<file path="config.mk">
export PLATFORM = sky130hd
export DESIGN_NAME = state_sequencer
export DESIGN_NICKNAME = d
export VERILOG_FILES = /design/src/rtl/state_sequencer.sv
export SDC_FILE = /design/constraint.sdc
export NUM_CORES = 1
export LEC_CHECK = 0
export CORE_MARGIN = 3
export CORE_UTILIZATION = 60
export CTS_CLUSTER_DIAMETER = 150
export DETAILED_ROUTE_END_ITERATION = 16
export GPL_TIMING_DRIVEN = 1
export PLACE_DENSITY_LB_ADDON = 0.25
export SETUP_SLACK_MARGIN = 0.5
export SYNTH_ARGS = -nofsm -noshare
export SYNTH_HDL_FRONTEND = slang
export SYNTH_SLANG_ARGS = --single-unit
export TNS_END_PERCENT = 30
</file>
<file path="constraint.sdc">
create_clock -name clk -period 2.8 [get_ports clk]
set_input_delay 0.56 -clock clk [delete_from_list [all_inputs] [get_ports clk]]
set_output_delay 0.56 -clock clk [all_outputs]
set_load 0.05 [all_outputs]
</file>
<file path="src/rtl/state_sequencer.sv">
// Table-driven state sequencer: a prescaler tick steps an index through one of two
// writable tables. Optional `STATE_SEQ_STEP_EN adds single-step advance while held.
module state_sequencer #(
    parameter int unsigned CLOCK = 12000000,
    parameter int unsigned WIDTH = 3,
    parameter int unsigned DEPTH = 8,
    localparam int unsigned AW = $clog2(DEPTH)
) (
    input  logic             clk,
    input  logic             CR,
    input  logic             M,
    input  logic             run,
    input  logic             step,
    input  logic             wr_en,
    input  logic             wr_sel,
    input  logic [AW-1:0]    wr_addr,
    input  logic [WIDTH-1:0] wr_data,
    output logic [WIDTH-1:0] data,
    output logic [AW-1:0]    idx,
    output logic             tick,
    output logic             wrap
);

    localparam int unsigned TW = (CLOCK > 1) ? $clog2(CLOCK) : 1;

    logic [TW-1:0]    timer, timer_n;
    logic             mode, mode_n;
    logic [WIDTH-1:0] tbl [2][DEPTH];
    logic [AW-1:0]    idx_n;
    logic [WIDTH-1:0] data_n;
    logic             wrap_n;
    logic             adv_c, chg_c, sel_c, wr_ok_c, last_c;

`ifdef STATE_SEQ_STEP_EN
    logic step_d, step_dd;

    always_ff @(posedge clk) begin
        if (CR) begin
            step_d  <= 1'b0;
            step_dd <= 1'b0;
        end else begin
            step_d  <= step;
            step_dd <= step_d;
        end
    end
`else
    logic unused_step;
    assign unused_step = step;
`endif

    // Prescaler, advance decision and next output values
    always_comb begin
        timer_n = timer;
        adv_c   = 1'b0;
        mode_n  = mode;
        idx_n   = idx;
        data_n  = data;
        wrap_n  = 1'b0;
        if (run) begin
            if (timer == TW'(CLOCK - 1)) begin
                timer_n = '0;
                adv_c   = 1'b1;
            end else begin
                timer_n = timer + TW'(1);
            end
        end
`ifdef STATE_SEQ_STEP_EN
        else if (step_d && !step_dd) begin
            adv_c = 1'b1;
        end
`endif
        wr_ok_c = wr_en && (32'(wr_addr) < DEPTH);
        chg_c   = (M != mode);
        sel_c   = chg_c ? M : mode;
        last_c  = (idx == AW'(DEPTH - 1));
        if (adv_c) begin
            if (chg_c) begin
                mode_n = M;
                idx_n  = '0;
            end else begin
                idx_n  = last_c ? '0 : idx + AW'(1);
                wrap_n = last_c;
            end
            // Same-cycle write to the entry being loaded is forwarded
            if (wr_ok_c && (wr_sel == sel_c) && (wr_addr == idx_n))
                data_n = wr_data;
            else
                data_n = tbl[sel_c][idx_n];
        end
    end

    always_ff @(posedge clk) begin
        if (CR) begin
            timer <= '0;
            mode  <= 1'b0;
            idx   <= '0;
            data  <= '1;
            tick  <= 1'b0;
            wrap  <= 1'b0;
            for (int unsigned i = 0; i < DEPTH; i++) begin
                tbl[0][i] <= WIDTH'(DEPTH - 1 - i);
                tbl[1][i] <= WIDTH'(i);
            end
        end else begin
            timer <= timer_n;
            mode  <= mode_n;
            idx   <= idx_n;
            data  <= data_n;
            tick  <= adv_c;
            wrap  <= wrap_n;
            if (wr_ok_c)
                tbl[wr_sel][wr_addr] <= wr_data;
        end
    end

endmodule

</file>
# Word-level counts from Yosys, hierarchy flattened

Memory sizes are Yosys's and may differ from the RTL's.
Index checks and enable logic that the tools add are counted.

Add/sub/neg operators: 2
Order comparisons: 3
Equality and inequality tests: 5
Mux-type cells: 21
Bitwise gates (word level): 3
Reductions and logical operators: 5

Operators by type and width:

| kind                                               | number |
|---|---|
| 2-to-1 mux 24 bit                                  | 4 |
| adder 24 x 1 -> 24 bit, second input constant      | 1 |
| == test 24 bit, second input constant              | 1 |
| OR reduction 24 bit                                | 1 |
| 2-to-1 mux 3 bit                                   | 7 |
| binary-select mux 3 bit (select 3 bit)             | 1 |
| demux 3 bit (select 3 bit)                         | 1 |
| >= comparator 4 bit, second input constant         | 2 |
| 2-to-1 mux 1 bit                                   | 8 |
| inverter 3 -> 4 bit                                | 2 |
| < comparator 4 x 1 -> 1 bit, second input constant | 1 |
| adder 3 x 1 -> 3 bit, second input constant        | 1 |
| == test 3 bit                                      | 1 |
| == test 3 bit, second input constant               | 1 |
| logical AND 1 bit                                  | 3 |
| OR reduction 3 bit                                 | 1 |
| == test 1 bit                                      | 1 |
| inequality test 1 bit                              | 1 |
| inverter 1 bit                                     | 1 |

Flip-flop bits (word level): 33
RAM bits: 48
Input bits: 13
Output and inout port bits: 8
Logic and storage cells: 46
Memories: 1

Memory list:

| memory | words | width | read ports | clocked after Yosys merged registers in | wr ports | line | source |
|---|---|---|---|---|---|---|---|
| tbl    | 2     | 24    | 1          | 0                                       | 2        | 28   | `logic [WIDTH-1:0] tbl [2][DEPTH];` |

# Depth between registers and ports, before layout

Depth after elaboration: 9
Depth in mapped cells: 9
Mapped depth without buffers: 8

# Least setup slack after synthesis

Ideal clock, no wire load.

Path kind: reg2reg
Start: register idx[0]
End: register data[0]
Library setup time: 74 ps
Arrival: 2,552 ps
Data required time: 2,726 ps
Setup slack: 173 ps
Stages on the path, launching flop included: 9
Cells stage by stage: dfxtp_1 ha_1 clkbuf_1 nor4bb_1 a221o_1 nor3_1 nor4_1 a221oi_1 o21ai_0

Cells in the longest elaborated chain, start to end: 9

RTL lines:

| what                                                  | line   | source |
|---|---|---|
| start, declared                                       | 19     | `output logic [AW-1:0] idx,` |
| start signal, assigned                                | 107    | `idx <= idx_n;` |
| adder 3 x 1 -> 3 bit or == test 3 bit (tied branches) | 81, 75 |  |
| 2-to-1 mux 3 bit *                                    | 81     | `idx_n = last_c ? '0 : idx + AW'(1);` |
| 2-to-1 mux 3 bit *                                    | 77     | `if (chg_c) begin` |
| 2-to-1 mux 3 bit *                                    | 76     | `if (adv_c) begin` |
| inverter 3 -> 4 bit (not written as such)             | 88     | `data_n = tbl[sel_c][idx_n];` |
| binary-select mux 3 bit (select 3 bit)                | 88     |  |
| 2-to-1 mux 3 bit (not written as such) (2 in a row)   | 88     |  |
| 2-to-1 mux 3 bit *                                    | 85     | `if (wr_ok_c && (wr_sel == sel_c) && (wr_addr == idx_n))` |
| end signal, assigned                                  | 108    | `data <= data_n;` |
| end, declared                                         | 18     | `output logic [WIDTH-1:0] data,` |

Every way passes the cells marked *; elsewhere a longest branch is shown, timed or not. The select of a mux whose other input is x is not followed.
A chain may end at the register's enable or synchronous reset.

# Worst setup path after layout

Start: register idx[0]
End: register data[0]

Cells in the longest elaborated chain, start to end: 9

RTL lines:

| what                                                | line | source |
|---|---|---|
| == test 3 bit *                                     | 75   | `last_c = (idx == AW'(DEPTH - 1));` |
| named net last_c                                    | 32   | `logic adv_c, chg_c, sel_c, wr_ok_c, last_c;` |
| 2-to-1 mux 3 bit *                                  | 81   |  |
| 2-to-1 mux 3 bit *                                  | 77   |  |
| 2-to-1 mux 3 bit *                                  | 76   |  |
| inverter 3 -> 4 bit (not written as such)           | 88   |  |
| binary-select mux 3 bit (select 3 bit)              | 88   |  |
| 2-to-1 mux 3 bit (not written as such) (2 in a row) | 88   |  |
| 2-to-1 mux 3 bit *                                  | 85   |  |

Mark *: on every way through the listed nets, which the timed path passes. The rest lies on a longest branch. The select of a mux whose other input is x is not followed.

==> flow_results.xml <==
<?xml version="1.0" encoding="UTF-8"?>
<metrics>
  <group name="timing">
    <metric name="setup_violations" unit="">0</metric>
    <metric name="timing.final.crit_share" unit="">0.810</metric>
    <metric name="worst_margin_pin_slew" unit="ns">0.658</metric>
    <metric name="timing.final.crit_period" unit="ns">2.27</metric>
    <metric name="maxSlewHeadroom" unit="">0.561</metric>
    <metric name="slew_violations" unit="">0</metric>
    <metric name="worst_clock_skew" unit="ns">0.0127</metric>
    <metric name="hold_viol_final" unit="">0</metric>
    <metric name="setup-tns-final" unit="ns">0</metric>
    <metric name="fin_ws" unit="ns">0.531</metric>
    <metric name="grt_setup_unrepaired" unit="">true</metric>
    <metric name="fmax" unit="MHz">441</metric>
  </group>
  <group name="pwr">
    <metric name="vdd_drop_max" unit="V">0.000343</metric>
    <metric name="report.power.total" unit="uW">2380</metric>
    <metric name="power.static_leakage" unit="uW">0.00169</metric>
    <metric name="powerDensity" unit="mW/mm^2">493</metric>
  </group>
  <group name="detailed_routing">
    <metric name="antenna_violating_nets_post_route" unit="">0</metric>
    <metric name="num_vias" unit="">3223</metric>
    <metric name="first_iter_violations" unit="">318</metric>
    <metric name="detailedRoute.firstPassIterationCount" unit="">5</metric>
    <metric name="via_per_inst" unit="">6.14</metric>
    <metric name="route.detailed.wl_per_inst" unit="um">17.5</metric>
    <metric name="post-route-drc-count" unit="">0</metric>
    <metric name="totalWireLength" unit="um">9180</metric>
  </group>
  <group name="synthesis">
    <metric name="post_syn_nets" unit="">414</metric>
    <metric name="post_synth_inst_count" unit="">396</metric>
    <metric name="synth.ff_latch_count" unit="">81</metric>
    <metric name="synth_warnings" unit="">0</metric>
    <metric name="postSynth.asyncResetShare" unit="">0</metric>
    <metric name="syn-mean-instance-area" unit="um^2">10.1</metric>
    <metric name="edff_count_synth" unit="">48</metric>
    <metric name="seq_total_area_yosys" unit="">0.527</metric>
    <metric name="ys.flop_type" unit="">edfxtp_1</metric>
    <metric name="netlist_area" unit="mm^2">0.00399</metric>
    <metric name="synthDistinctLibCells" unit="">47</metric>
  </group>
  <group name="grt">
    <metric name="grt_max_degree" unit="">24</metric>
    <metric name="overflow" unit="">0</metric>
    <metric name="antenna_found_initial" unit="">0</metric>
    <metric name="vias_in_the_first_global_route" unit="">3007</metric>
    <metric name="grt_pass1_wl" unit="um">14700</metric>
    <metric name="grt_use_total" unit="">0.257</metric>
  </group>
  <group name="worst_setup_path">
    <metric name="worst_r2r_startpoint" unit="">idx[0]</metric>
    <metric name="required" unit="ns">3.09</metric>
    <metric name="critical_path_arrival" unit="ns">2.56</metric>
    <metric name="critical_path.startpoint_type" unit="">flip-flop</metric>
    <metric name="setup.worst_path.start" unit="">idx[0]</metric>
    <metric name="endpoint_kind" unit="">flip-flop</metric>
    <metric name="setup.worst_path.class" unit="">flip-flop to flip-flop</metric>
    <metric name="critPathMaxFanout" unit="">8</metric>
  </group>
  <group name="cts">
    <metric name="number_of_buffers_added_by_the_clock_tree_synthesis_step" unit="">9</metric>
    <metric name="htree_levels" unit="">3</metric>
    <metric name="clk_latency" unit="ns">0.36</metric>
    <metric name="clkTransAtPathRegs" unit="ns">0.08</metric>
    <metric name="tritoncts" unit="">yes</metric>
    <metric name="max-clock-path-buffers" unit="">2</metric>
    <metric name="clkSinkCount" unit="">81</metric>
    <metric name="root_buffer" unit="">clkbuf_8</metric>
    <metric name="holdBufCountCts" unit="">0</metric>
  </group>
  <group name="placement">
    <metric name="half_perimeter_wire_length_after_detailed_placement" unit="um">6360</metric>
    <metric name="portBuffers" unit="">19</metric>
    <metric name="numPlacedInstances" unit="">506</metric>
    <metric name="place.gp.congestion" unit="">0.885</metric>
    <metric name="post-place-ws" unit="ns">-0.0998</metric>
  </group>
  <group name="final_layout">
    <metric name="final_nets" unit="">462</metric>
    <metric name="final_common_cell" unit="">nor2_1</metric>
    <metric name="antenna_cells_inserted" unit="">0</metric>
    <metric name="synthToLayoutAreaGrowth" unit="%">21.3</metric>
    <metric name="final_cell_mix" unit="">57 x nor2_1, 48 x edfxtp_1, 38 x buf_4, 37 x nand2_1, 27 x dfxtp_1</metric>
    <metric name="share_of_post_route_cells_with_drive_strength_above_1" unit="">0.212</metric>
    <metric name="fin_cells" unit="">525</metric>
    <metric name="fraction_of_the_core_area_covered_by_cells_at_the_end_of_the_flow" unit="">0.757</metric>
  </group>
  <group name="floorplan">
    <metric name="floorplan.die.width" unit="um">87.5</metric>
    <metric name="die_h" unit="um">87.5</metric>
    <metric name="io_pins" unit="">21</metric>
    <metric name="die-area" unit="mm^2">0.00766</metric>
    <metric name="site_row_count" unit="">29</metric>
    <metric name="core_area" unit="mm^2">0.00639</metric>
    <metric name="floorplan.initialDensity" unit="">0.624</metric>
  </group>
  <group name="outcome">
    <metric name="outcome" unit="">completed</metric>
  </group>
  <group name="run">
    <metric name="max_cap_viol_count" unit="">0</metric>
  </group>
  <group name="hold_path">
    <metric name="type_of_the_tightest_min_delay_check" unit="">flip-flop to flip-flop</metric>
    <metric name="min_from" unit="">data[1]</metric>
  </group>
</metrics>
-- registers in the layout (all words and copies together) (netlist names) --
register / count
timer: 24
tbl: 48
data: 3
tick: 1
mode: 1
wrap: 1
idx: 3
-- metal layers --
layer | global-route usage | vias up | share of wire
met5 | 0 | - | 0
met4 | 0.120 | 0 | 0.033
met3 | 0.0587 | 33 | 0.066
met2 | 0.390 | 141 | 0.47
met1 | 0.349 | 1509 | 0.43
li1 | - | 1540 | -
-- through the flow --
| stage | cell area (um^2) | hold WS (ns) |
|---|---|---|
| after floorplan | 4030 | 0.479 |
| after global placement | 4490 | 0.477 |
| after detailed placement | 4490 | 0.493 |
| after CTS | 4720 | 0.509 |
| after global routing | 4830 | 0.528 |
| final | 4830 | 0.504 |
-- worst max-delay path: stages (launching register included) --
cell      delay (ns)
dfxtp_4         0.39
ha_2            0.20
ha_4            0.18
nor3b_4         0.28
buf_4           0.16
nor2b_1         0.13
buf_4           0.15
nor3_1          0.06
nor4_1          0.43
a221oi_2        0.10
o21ai_1         0.13
-- cell usage after synthesis, drive strengths merged (4+ instances only) --
| master | number | area share |
|---|---|---|
| a211oi | 7 | 0.013 |
| a21oi | 11 | 0.014 |
| a221o | 4 | 0.010 |
| and3 | 7 | 0.011 |
| buf | 5 | 0.0066 |
| clkbuf | 17 | 0.016 |
| dfxtp | 33 | 0.17 |
| edfxtp | 48 | 0.36 |
| ha | 5 | 0.016 |
| inv | 5 | 0.0047 |
| mux4 | 5 | 0.028 |
| nand2 | 37 | 0.035 |
| nand2b | 10 | 0.016 |
| nand3 | 15 | 0.019 |
| nand4 | 10 | 0.017 |
| nor2 | 57 | 0.054 |
| nor2b | 11 | 0.017 |
| nor3 | 20 | 0.025 |
| nor4 | 15 | 0.024 |
| o21ai | 9 | 0.011 |
| or2 | 5 | 0.0078 |
| or3 | 5 | 0.0091 |
| xnor2 | 11 | 0.024 |
| xor2 | 14 | 0.031 |
-- final timing paths --
kind | cells past startpoint | endpoint | slack, ns
worst max-delay path | 10 | data[0] | 0.53
worst min-delay path | 2 | data[1] | 0.50
worst max register to register | 10 | data[0] | 0.53
worst min register to register | 2 | data[1] | 0.50
-- layout make-up --
type	count	area [um^2]
Timing Repair Buffer	59	504
Clock inverter	3	20.0
Clock buffer	12	179
Inverter	6	22.5
Sequential cell	81	2110
Multi-Input combinational cell	287	1900
Tap cell	77	96.3
Fill cell	429	1550
-- report_power, final --
group	internal (uW)	switching [uW]
sequential	1300	18.6
combinational	92.2	123
clock	430	416
total	1820	558
-- kinds of logic (layout without fill, tap and decap cells) --
group / after synthesis / after routing / share of synthesized area
and+or+nand+nor: 202 / 202 / 0.257
DFF: 81 / 81 / 0.527
AOI/OAI and AO/OA: 45 / 45 / 0.0750
buffers and inverters: 28 / 80 / 0.0283
xor gates and xnor gates: 25 / 25 / 0.0549
muxes: 10 / 10 / 0.0418
adders and majority gates: 5 / 5 / 0.0157
-- repair_timing --
action,CTS,global route
endpoints found under the setup margin,27,21
pin swaps,2,7
resized for setup,9,23
hold endpoints to repair,0,0
buffers inserted,1,3
Note: power is estimated with default switching activity, not from simulation.
